$ cat config.mk
export PLATFORM = sky130hd
export DESIGN_NAME = ps2_color_cmd_flat
export DESIGN_NICKNAME = d
export VERILOG_FILES = /design/src/rtl/ps2_color_cmd_if.sv /design/src/rtl/ps2_color_cmd.sv /design/src/flat_wrapper.sv
export SDC_FILE = /design/constraint.sdc
export NUM_CORES = 1
export LEC_CHECK = 0
export BUFFER_PORTS_ARGS = -buffer_cell sky130_fd_sc_hd__buf_2
export CELL_PAD_IN_SITES_DETAIL_PLACEMENT = 0
export CELL_PAD_IN_SITES_GLOBAL_PLACEMENT = 1
export CORE_ASPECT_RATIO = 0.5
export CORE_MARGIN = 2
export CORE_UTILIZATION = 47
export CTS_BUF_LIST = sky130_fd_sc_hd__clkbuf_8
export CTS_CLUSTER_SIZE = 14
export DETAILED_ROUTE_END_ITERATION = 7
export GPL_TIMING_DRIVEN = 0
export PLACE_DENSITY_LB_ADDON = 0.1
export SYNTH_ARGS = -nofsm -noshare
export SYNTH_HDL_FRONTEND = slang
export SYNTH_SLANG_ARGS = --single-unit
$ cat constraint.sdc
create_clock -name CLK_50 -period 7.1 [get_ports CLK_50]
set_input_delay 0.355 -clock CLK_50 [delete_from_list [all_inputs] [get_ports CLK_50]]
set_output_delay 0.355 -clock CLK_50 [all_outputs]
set_load 0.1 [all_outputs]
$ cat src/rtl/ps2_color_cmd_if.sv
// rtl/ps2_color_cmd_if.sv - scan byte in, colour/selection/status out for the keyboard colour decoder
interface ps2_color_cmd_if;
  logic [7:0] iCode;
  logic       iCodeReady;
  logic [9:0] oRed;
  logic [9:0] oGreen;
  logic [9:0] oBlue;
  logic [1:0] oSel;
  logic [7:0] oLastMake;
  logic       oCmdValid;

  modport master (
    output iCode, iCodeReady,
    input  oRed, oGreen, oBlue, oSel, oLastMake, oCmdValid
  );

  modport slave (
    input  iCode, iCodeReady,
    output oRed, oGreen, oBlue, oSel, oLastMake, oCmdValid
  );
endinterface

$ cat src/rtl/ps2_color_cmd.sv
// rtl/ps2_color_cmd.sv - PS/2 set-2 scan byte decoder driving the VGA R/G/B channel values
module ps2_color_cmd #(
  parameter logic [9:0] DIGIT_STEP = 10'd100,
  parameter logic [9:0] INC_STEP   = 10'd16,
  parameter logic [1:0] SEL_RST    = 2'd0
) (
  input logic              CLK_50,
  input logic              nRst,
  ps2_color_cmd_if.slave   bus
);
  typedef enum logic [1:0] {IDLE, BRK, EXT, EXT_BRK} state_t;

  state_t      state;
  logic        s1, s2, s3;
  logic        strobe;
  logic [9:0]  red, green, blue;
  logic [1:0]  sel;
  logic [7:0]  last_make;
  logic        cmd_valid;

  logic [9:0]  cur;
  logic        digit_hit;
  logic [3:0]  digit;
  logic [13:0] prod;
  logic [9:0]  dig_val;
  logic [10:0] sum;
  logic [9:0]  inc_val;
  logic [9:0]  dec_val;
  logic        wr;
  logic [9:0]  wr_val;
  logic [1:0]  new_sel;
  logic        clear_all;
  logic        is_cmd;

  assign strobe = s2 & ~s3;

  always_comb begin
    case (sel)
      2'd1:    cur = green;
      2'd2:    cur = blue;
      default: cur = red;
    endcase

    digit_hit = 1'b1;
    digit     = 4'd0;
    case (bus.iCode)
      8'h45:   digit = 4'd0;
      8'h16:   digit = 4'd1;
      8'h1E:   digit = 4'd2;
      8'h26:   digit = 4'd3;
      8'h25:   digit = 4'd4;
      8'h2E:   digit = 4'd5;
      8'h36:   digit = 4'd6;
      8'h3D:   digit = 4'd7;
      8'h3E:   digit = 4'd8;
      8'h46:   digit = 4'd9;
      default: digit_hit = 1'b0;
    endcase

    // Products and sums are widened so saturation can be detected before truncation
    prod    = 14'(DIGIT_STEP) * 14'(digit);
    dig_val = (prod > 14'd1023) ? 10'd1023 : prod[9:0];
    sum     = {1'b0, cur} + {1'b0, INC_STEP};
    inc_val = sum[10] ? 10'd1023 : sum[9:0];
    dec_val = (cur < INC_STEP) ? 10'd0 : cur - INC_STEP;

    wr        = 1'b0;
    wr_val    = cur;
    new_sel   = sel;
    clear_all = 1'b0;
    is_cmd    = 1'b1;
    case (bus.iCode)
      8'h2D: new_sel = 2'd0;
      8'h34: new_sel = 2'd1;
      8'h32: new_sel = 2'd2;
      8'h55: begin wr = 1'b1; wr_val = inc_val; end
      8'h4E: begin wr = 1'b1; wr_val = dec_val; end
      8'h66: begin wr = 1'b1; wr_val = 10'd0;   end
      8'h76: begin clear_all = 1'b1; new_sel = SEL_RST; end
      default: begin
        if (digit_hit) begin
          wr     = 1'b1;
          wr_val = dig_val;
        end else begin
          is_cmd = 1'b0;
        end
      end
    endcase
  end

  always_ff @(posedge CLK_50) begin
    if (!nRst) begin
      state     <= IDLE;
      s1        <= 1'b1;
      s2        <= 1'b1;
      s3        <= 1'b1;
      red       <= 10'd0;
      green     <= 10'd0;
      blue      <= 10'd0;
      sel       <= SEL_RST;
      last_make <= 8'h00;
      cmd_valid <= 1'b0;
    end else begin
      s1        <= bus.iCodeReady;
      s2        <= s1;
      s3        <= s2;
      cmd_valid <= 1'b0;
      if (strobe) begin
        case (state)
          IDLE: begin
            if (bus.iCode == 8'hF0) begin
              state <= BRK;
            end else if (bus.iCode == 8'hE0) begin
              state <= EXT;
            end else begin
              last_make <= bus.iCode;
              cmd_valid <= is_cmd;
              sel       <= new_sel;
              if (clear_all) begin
                red   <= 10'd0;
                green <= 10'd0;
                blue  <= 10'd0;
              end else if (wr) begin
                case (sel)
                  2'd1:    green <= wr_val;
                  2'd2:    blue  <= wr_val;
                  default: red   <= wr_val;
                endcase
              end
            end
          end
          EXT:     state <= (bus.iCode == 8'hF0) ? EXT_BRK : IDLE;
          default: state <= IDLE;
        endcase
      end
    end
  end

  assign bus.oRed      = red;
  assign bus.oGreen    = green;
  assign bus.oBlue     = blue;
  assign bus.oSel      = sel;
  assign bus.oLastMake = last_make;
  assign bus.oCmdValid = cmd_valid;
endmodule
$ cat src/flat_wrapper.sv
// flat-port wrapper written by rule: the top's interface ports become plain ports
module ps2_color_cmd_flat 
#(
  parameter logic [9:0] DIGIT_STEP = 10'd100,
  parameter logic [9:0] INC_STEP   = 10'd16,
  parameter logic [1:0] SEL_RST    = 2'd0
)
  (CLK_50, nRst, bus_iCode, bus_iCodeReady, bus_oRed, bus_oGreen, bus_oBlue, bus_oSel, bus_oLastMake, bus_oCmdValid);
  ps2_color_cmd_if bus_i ();
  input logic CLK_50;
  input logic nRst;
  input wire logic [$bits(bus_i.iCode)-1:0] bus_iCode;
  input wire logic [$bits(bus_i.iCodeReady)-1:0] bus_iCodeReady;
  output wire logic [$bits(bus_i.oRed)-1:0] bus_oRed;
  output wire logic [$bits(bus_i.oGreen)-1:0] bus_oGreen;
  output wire logic [$bits(bus_i.oBlue)-1:0] bus_oBlue;
  output wire logic [$bits(bus_i.oSel)-1:0] bus_oSel;
  output wire logic [$bits(bus_i.oLastMake)-1:0] bus_oLastMake;
  output wire logic [$bits(bus_i.oCmdValid)-1:0] bus_oCmdValid;
  assign bus_i.iCode = bus_iCode;
  assign bus_i.iCodeReady = bus_iCodeReady;
  assign bus_oRed = bus_i.oRed;
  assign bus_oGreen = bus_i.oGreen;
  assign bus_oBlue = bus_i.oBlue;
  assign bus_oSel = bus_i.oSel;
  assign bus_oLastMake = bus_i.oLastMake;
  assign bus_oCmdValid = bus_i.oCmdValid;
  ps2_color_cmd #(.DIGIT_STEP(DIGIT_STEP), .INC_STEP(INC_STEP), .SEL_RST(SEL_RST)) u_core (.CLK_50(CLK_50), .nRst(nRst), .bus(bus_i));
endmodule
## Yosys cells after proc, flatten, opt, wreduce, memory -nomap -nowiden

Cells that the tools add are included.

- Register bits after elaboration: 46
- Input port bits: 11
- Output and inout bits: 41
- Logic and storage cells: 90

- Add/sub/neg operators: 2
- $mul: 1
- $lt $le $gt $ge: 2
- Equality and inequality tests: 24
- Multiplexer cells: 26
- Bitwise operators: 7
- Reduce and logical (&&, ||, !) cells: 18

Operators with widths:

| kind | count |
|---|---|
| $mux W10 | 13 |
| $eq A8 B6 Y1 const B | 9 |
| $eq A8 B7 Y1 const B | 6 |
| $pmux W10 S4 | 1 |
| $pmux W4 S9 | 1 |
| $pmux W10 S2 | 1 |
| $reduce_and A6 Y1 | 3 |
| $eq A8 B5 Y1 const B | 2 |
| $eq A8 B8 Y1 const B | 2 |
| $add A10 B5 Y11 const B | 1 |
| $gt A11 B10 Y1 const B | 1 |
| $lt A10 B5 Y1 const B | 1 |
| $reduce_or A10 Y1 | 1 |
| $sub A10 B5 Y10 const B | 1 |
| $mul A5 B4 Y9 const A | 1 |
| $reduce_or A7 Y1 | 1 |
| $mux W2 | 3 |
| $not A1 Y1 | 6 |
| $pmux W2 S3 | 1 |
| $reduce_bool A2 Y1 | 3 |
| $reduce_and A5 Y1 | 1 |
| $reduce_or A5 Y1 | 1 |
| $eq A2 B2 Y1 const B | 2 |
| $mux W1 | 4 |
| 13 further kinds | 14 |

## Depth between registers and ports, before layout

- Depth in word-level cells: 10
- Gate-level depth with buffers: 16
- Gate-level depth less buffers: 15

## Worst setup path before layout

No wires, ideal clock.

- Path type: register -> register
- Start point: register u_core.sel[0] (netlist: u_core.bus.oSel[0])
- End point: register u_core.red[8] (netlist: u_core.bus.oRed[8])
- Setup time: 0.121 ns
- Arrival time: 3.059 ns
- Required time: 6.979 ns
- Slack: 3.920 ns
- Cell stages (with the launch flop): 14
- Buffers on the path: 1
- Clock period less this slack: 3.180 ns
- Cell sequence: dfxtp_1 -> inv_1 -> ha_1 -> buf_2 -> nand2_1 -> o21a_1 -> inv_1 -> ha_1 -> nand3_1 -> nor2_1 -> xor2_1 -> a2111o_1 -> nand3_2 -> o21ai_1

- Cells in the longest elaborated chain, start to end: 8
- Elaborated cells between the ends (all ways): 16
- Those cells by class: add/sub: 2; order compare: 1; eq/ne: 3; mux: 8; reduce/logical: 2

Ends and longest elaborated chain:

| what | line | text |
|---|---|---|
| from (decl) | ps2_color_cmd.sv:17 | `logic [1:0] sel;` |
| from (signal assigned) | ps2_color_cmd.sv:118 | `sel <= new_sel;` |
| $eq A2 B2 Y1 or $eq A2 B1 Y1 (tied branches) | ps2_color_cmd.sv:38, ps2_color_cmd.sv:124 |  |
| $pmux W10 S2 | ps2_color_cmd.sv:38 | `case (sel)` |
| $sub A10 B5 Y10 (tied with other cells) | ps2_color_cmd.sv:65 | `dec_val = (cur < INC_STEP) ? 10'd0 : cur - INC_STEP;` |
| $mux W10 (on tied branches) | ps2_color_cmd.sv:65, ps2_color_cmd.sv:64 |  |
| $pmux W10 S4 | ps2_color_cmd.sv:72 | `case (bus.iCode)` |
| $mux W10 | ps2_color_cmd.sv:124 | `case (sel)` |
| $mux W10 | ps2_color_cmd.sv:123 | `end else if (wr) begin` |
| $mux W10 | ps2_color_cmd.sv:119 | `if (clear_all) begin` |
| to (signal assigned) | ps2_color_cmd.sv:127 | `default: red <= wr_val;` |
| to (decl) | ps2_color_cmd.sv:16 | `logic [9:0] red, green, blue;` |

Several ways; a longest one is shown, not always the timed one. The select of a mux whose other input is x is not followed.
A chain may end at the register's enable or synchronous reset.

## Final worst setup path

- Start point: input port bus_iCode[6]
- End point: register u_core.blue[7] (netlist: u_core.bus.oBlue[7])

- Cells in the longest elaborated chain, start to end: 10
- Elaborated cells between the ends (all ways): 40
- Those cells by class: mul: 1; order compare: 1; eq/ne: 19; mux: 11; bitwise: 2; reduce/logical: 6

Ends and longest elaborated chain:

| what | line | text |
|---|---|---|
| from (decl) | flat_wrapper.sv:12 | `input wire logic [$bits(bus_i.iCode)-1:0] bus_iCode;` |
| $eq A8 B7 Y1 (tied with other cells) | ps2_color_cmd.sv:46 | `case (bus.iCode)` |
| $pmux W4 S9 | ps2_color_cmd.sv:46 |  |
| $mul A5 B4 Y9 | ps2_color_cmd.sv:61 | `prod = 14'(DIGIT_STEP) * 14'(digit);` |
| $gt A11 B10 Y1 | ps2_color_cmd.sv:62 | `dig_val = (prod > 14'd1023) ? 10'd1023 : prod[9:0];` |
| $mux W10 | ps2_color_cmd.sv:62 |  |
| $mux W10 | ps2_color_cmd.sv:81 | `if (digit_hit) begin` |
| $pmux W10 S4 | ps2_color_cmd.sv:72 |  |
| $mux W10 | ps2_color_cmd.sv:124 |  |
| $mux W10 | ps2_color_cmd.sv:123 |  |
| $mux W10 | ps2_color_cmd.sv:119 |  |
| to (signal assigned) | ps2_color_cmd.sv:126 | `2'd2: blue <= wr_val;` |
| to (decl) | ps2_color_cmd.sv:16 |  |

Several ways; a longest one is shown, not always the timed one. The select of a mux whose other input is x is not followed.

==> results.txt <==
- Of the cells placed in the final design, the portion with a size suffix greater than 1 is between 20% and 30%.
* Final worst path period need: between 3 and 4 ns
- Run status: finished clean
- The most numerous cell type found on the critical path is inv_1.
- Total power divided by cell area: approximately 140 nW/um2
- Total number of clock tree sinks: 46
- Antenna diode count: 0
- Overall overflow remaining after global route: 0
* Endpoint required time on the critical path: 7.34 ns
* Worst min-delay path endpoint: u_core.s1$_SDFF_PN1_
- Synthesis warning total: 0
- Across every metal layer, demand over resource in global routing totals between 20% and 30%.
- For this run, design rule violations remaining after detail routing come to 0.
* Number of cell rows: 20
* Die Outline Area: around 7400 um2
- The total area inside the core boundary comes to between 6000 and 7000 um2.
- In this run the vertical extent of the chip is between 60 and 70 um.
* Wire per inst: roughly 17 um
- Sum of buffers and inverters on the critical path: 5
* Cell type group with the largest total delay on the critical path: compound AO/OA/AOI/OAI gates
* Simple-gate portion of the synthesized area: between 20% and 30%
- Summed over all nets, wire length on met2 after detailed routing comes to 3630 um.
* Mux contribution to synthesized area: less than 1%
- Master of the slowest instance on the critical path: xnor2_1
- Initial core utilization: between 50 and 60%
* Worst Setup Start Kind: input pin
* Routed length on met1: 4460 um
- Worst-case hold slack: 0.227 ns
- Reg2reg setup slack: around 3.7 ns
- Clock tree root buffer cell: clkbuf_8
* Ordered list of cells on the worst path: buf_2, buf_4, nand4bb_1, o32ai_1, a21oi_1, inv_1, ha_1, ha_1, inv_1, fa_1, inv_1, a21oi_1, xnor2_1, a211oi_1, a311oi_1, o21ai_1, o21ai_0
- Dividing the detail-routed via count by the number of cells gives between 6 and 7.
* Routability cong.: 0.941
- Once the clock tree was built, the setup fixing pass inserted 0 buffers.
- The number of antenna violations at the first check in global routing was 0.
* Max FO, Critical Path: 10
- Detailed Route WL: around 9000 um
- Number of clock buffers inserted by TritonCTS: 5
- On the final layout, the worst clock skew is approximately 0.017 ns.
- The longest clock path from root to sink contains 2 buffers.
- Crit path largest cell delay: around 0.5 ns
- Leading cell type in the layout, fill and taps excluded: buf_2
- Count of flip-flops with a built-in enable after synthesis: 0
- Largest family of logic cells by synthesized area: compound AO/OA/AOI/OAI gates
* WHS Path Cells: 2
* Post-cts repair resize count: 0
- The detail route stage leaves a number of antenna-violating nets equal to 0.
* Mapped Avg Cell Area: ~8 um2
* Netlist Area Pre-Place: 3140 um2
* Most frequent cells in the layout: 59 x buf_2, 46 x dfxtp_1, 42 x nand2_1
* Post-CTS Hold Buffers: 0
* Total iterations of the first detailed-routing run: 4
- Data arrives at the worst endpoint at 3.85 ns.
- Critical path type: input pin to flip-flop
- The via count of the first global-routing pass is between 2000 and 3000.
* Max-Slew Margin vs Limit: a little under three fifths
* Worst hold path class: input pin to flip-flop
* Worst-margin pin slew: roughly 0.65 ns
- Synth Area in Adders: under 10%
- Counting flops and latches in the post-synthesis netlist gives 46.
- The tool flagged a number of max-cap violations equal to 0.
- Leakage power total: ~1.5 nW
- Inst Count DP: between 500 and 600
- Setup repair after global routing left no endpoint under its margin.
- CTS H-tree depth: 2
* Complex-gate fraction of the synthesized area: between 20% and 30%
- Most used flip-flop cell after synthesis: dfxtp_1
- Port Buffers: 49
- Entering global routing, the biggest net connects 15 pins.
* Maximum frequency from static timing analysis: about 0.28 GHz
* Final HPWL from detailed placement: approximately 7000 um
* Type of element capturing the critical path: flip-flop
- The first global-routing pass estimated 14500 um of wire.
- Total number of nets in the final design: ~470
- Worst-Skew Late Latency: 0.31 ns
* Share of the clock period used by the worst path: between 50% and 60%
* Launch point of the critical path: bus_iCode[6]
- Clock transition at path regs: 0.09 ns
- Setup violations remaining at the end of the flow were counted as 0.
- The number of nets handed over by synthesis was between 400 and 500.
- The worst hold path begins at bus_iCodeReady.
- Of all flip-flops after synthesis, the portion carrying an async set or reset was 0%.
* Worst reg2reg endpoint: u_core.bus.oGreen[4]$_SDFFE_PN0P_
- Post-DP Area: 3490 um2
- Fraction of the yosys area taken by sequential cells: ~29%
- For the final routed database, the setup TNS stands at 0 ns.
- Horizontal extent of the die: ~120 um
- Summing the areas of all xor and xnor instances in the mapped netlist gives between 3 and 4% of the synthesized area.
- Across the VDD grid, the largest voltage drop is 125 uV.
- Synthesis-to-finish area growth: 14.4%
- Crit Reg-Reg Startpoint: u_core.bus.oSel[0]$_SDFFE_PN0P_
- The number of failing hold endpoints at the final stage came to 0.
- Measured in cells, the most critical reg-to-reg path has a length of 11.
- TritonCTS built the clock tree.
* Count of final max-slew check failures: 0
- After technology mapping, the gate count stands at 391.
- Number of primary I/O pins: 52
- The detailed router placed about 3200 vias in this run.
* Highest metal used: met4
* Met3 Routed Length: slightly above 800 um
* Non-filler cells, final: between 500 and 600
- The netlist uses between 70 and 80 different library cells.
- Number of DRC markers in iteration 0: 237
- Post-route standard cell area excluding fillers: about 3600 um2
## how the worst max path moves through the flow
stage | endpoint | slack [ns] | depth (start not counted)
3_3_place_gp | u_core.bus.oGreen[7]$_SDFFE_PN0P_ | 3.33 | 17
5_1_grt | u_core.bus.oBlue[7]$_SDFFE_PN0P_ | 3.13 | 17
6_report | u_core.bus.oBlue[7]$_SDFFE_PN0P_ | 3.49 | 17
4_1_cts | u_core.bus.oBlue[7]$_SDFFE_PN0P_ | 3.53 | 17
3_5_place_dp | u_core.bus.oBlue[7]$_SDFFE_PN0P_ | 3.22 | 16
2_1_floorplan | u_core.bus.oRed[8]$_SDFFE_PN0P_ | 3.92 | 13
## flip-flops by register name, indices dropped and copies added (netlist names)
| register | count |
|---|---|
| u_core.state | 2 |
| u_core.bus.oBlue | 10 |
| u_core.s3 | 1 |
| u_core.bus.oLastMake | 8 |
| u_core.bus.oSel | 2 |
| u_core.s1 | 1 |
| u_core.bus.oCmdValid | 1 |
| u_core.bus.oGreen | 10 |
| u_core.bus.oRed | 10 |
| u_core.s2 | 1 |
## cell usage after synthesis, drive strengths merged (4+ instances only)
cell type,instances,area share (%)
a21oi,16,2.6
a22oi,8,2.1
nand3,32,5.7
nand2,42,5.0
o21ai,39,6.2
nand2b,13,2.6
nor2,16,2.1
xor2,6,1.7
nor2b,8,1.6
xnor2,5,1.4
inv,17,2.0
o211ai,5,1.4
a21boi,10,2.4
nand4,5,1.0
buf,19,3.7
dfxtp,46,29
a31oi,5,1.9
ha,14,5.6
clkbuf,6,0.72
o31ai,4,1.1
a221o,4,1.3
nand3b,4,0.96
o22ai,7,1.4
nor3,8,1.4
## cells by family (layout without fill, tap and decap cells)
group	count (synthesis)	count (layout)
multiplexers	2	2
AND/OR/NAND/NOR	152	152
XOR/XNOR	11	11
buffers and inverters	42	99
AO/OA/AOI/OAI	123	123
flip-flops	46	46
adder cells (fa/ha/maj)	15	15
## cell type report
cell class	count	area [um2]
plain buffers	25	140
clock buffers	6	82.6
clock inverters	2	12.5
fillers	628	2670
inverters	17	63.8
multi-input cells	303	2010
flip-flops and latches	46	921
well taps	88	110
repair buffers	49	245
## power breakdown
part | total [W] | switching [W] | internal (W)
registers | 0.000260 | 0.000000696 | 0.000259
clock network | 0.000172 | 0.0000924 | 0.0000792
logic | 0.0000578 | 0.0000392 | 0.0000186
total | 0.000489 | 0.000132 | 0.000357
## metrics by stage
stage	setup WS, ns	util, %	power [W]
global route	3.13	57.3	0.000510
CTS	3.53	57.3	0.000493
floorplan	3.92	-	0.000308
global placement	3.33	55.8	0.000322
finish	3.49	57.3	0.000489
detailed placement	3.22	55.8	0.000323
## routing by layer
metal  vias up  track usage [%]
met5         -                0
met4         0             4.54
met3        10             6.75
met2       122             38.9
met1      1544             36.2
li1       1548                -
Note: power is estimated with default switching activity, not from simulation.
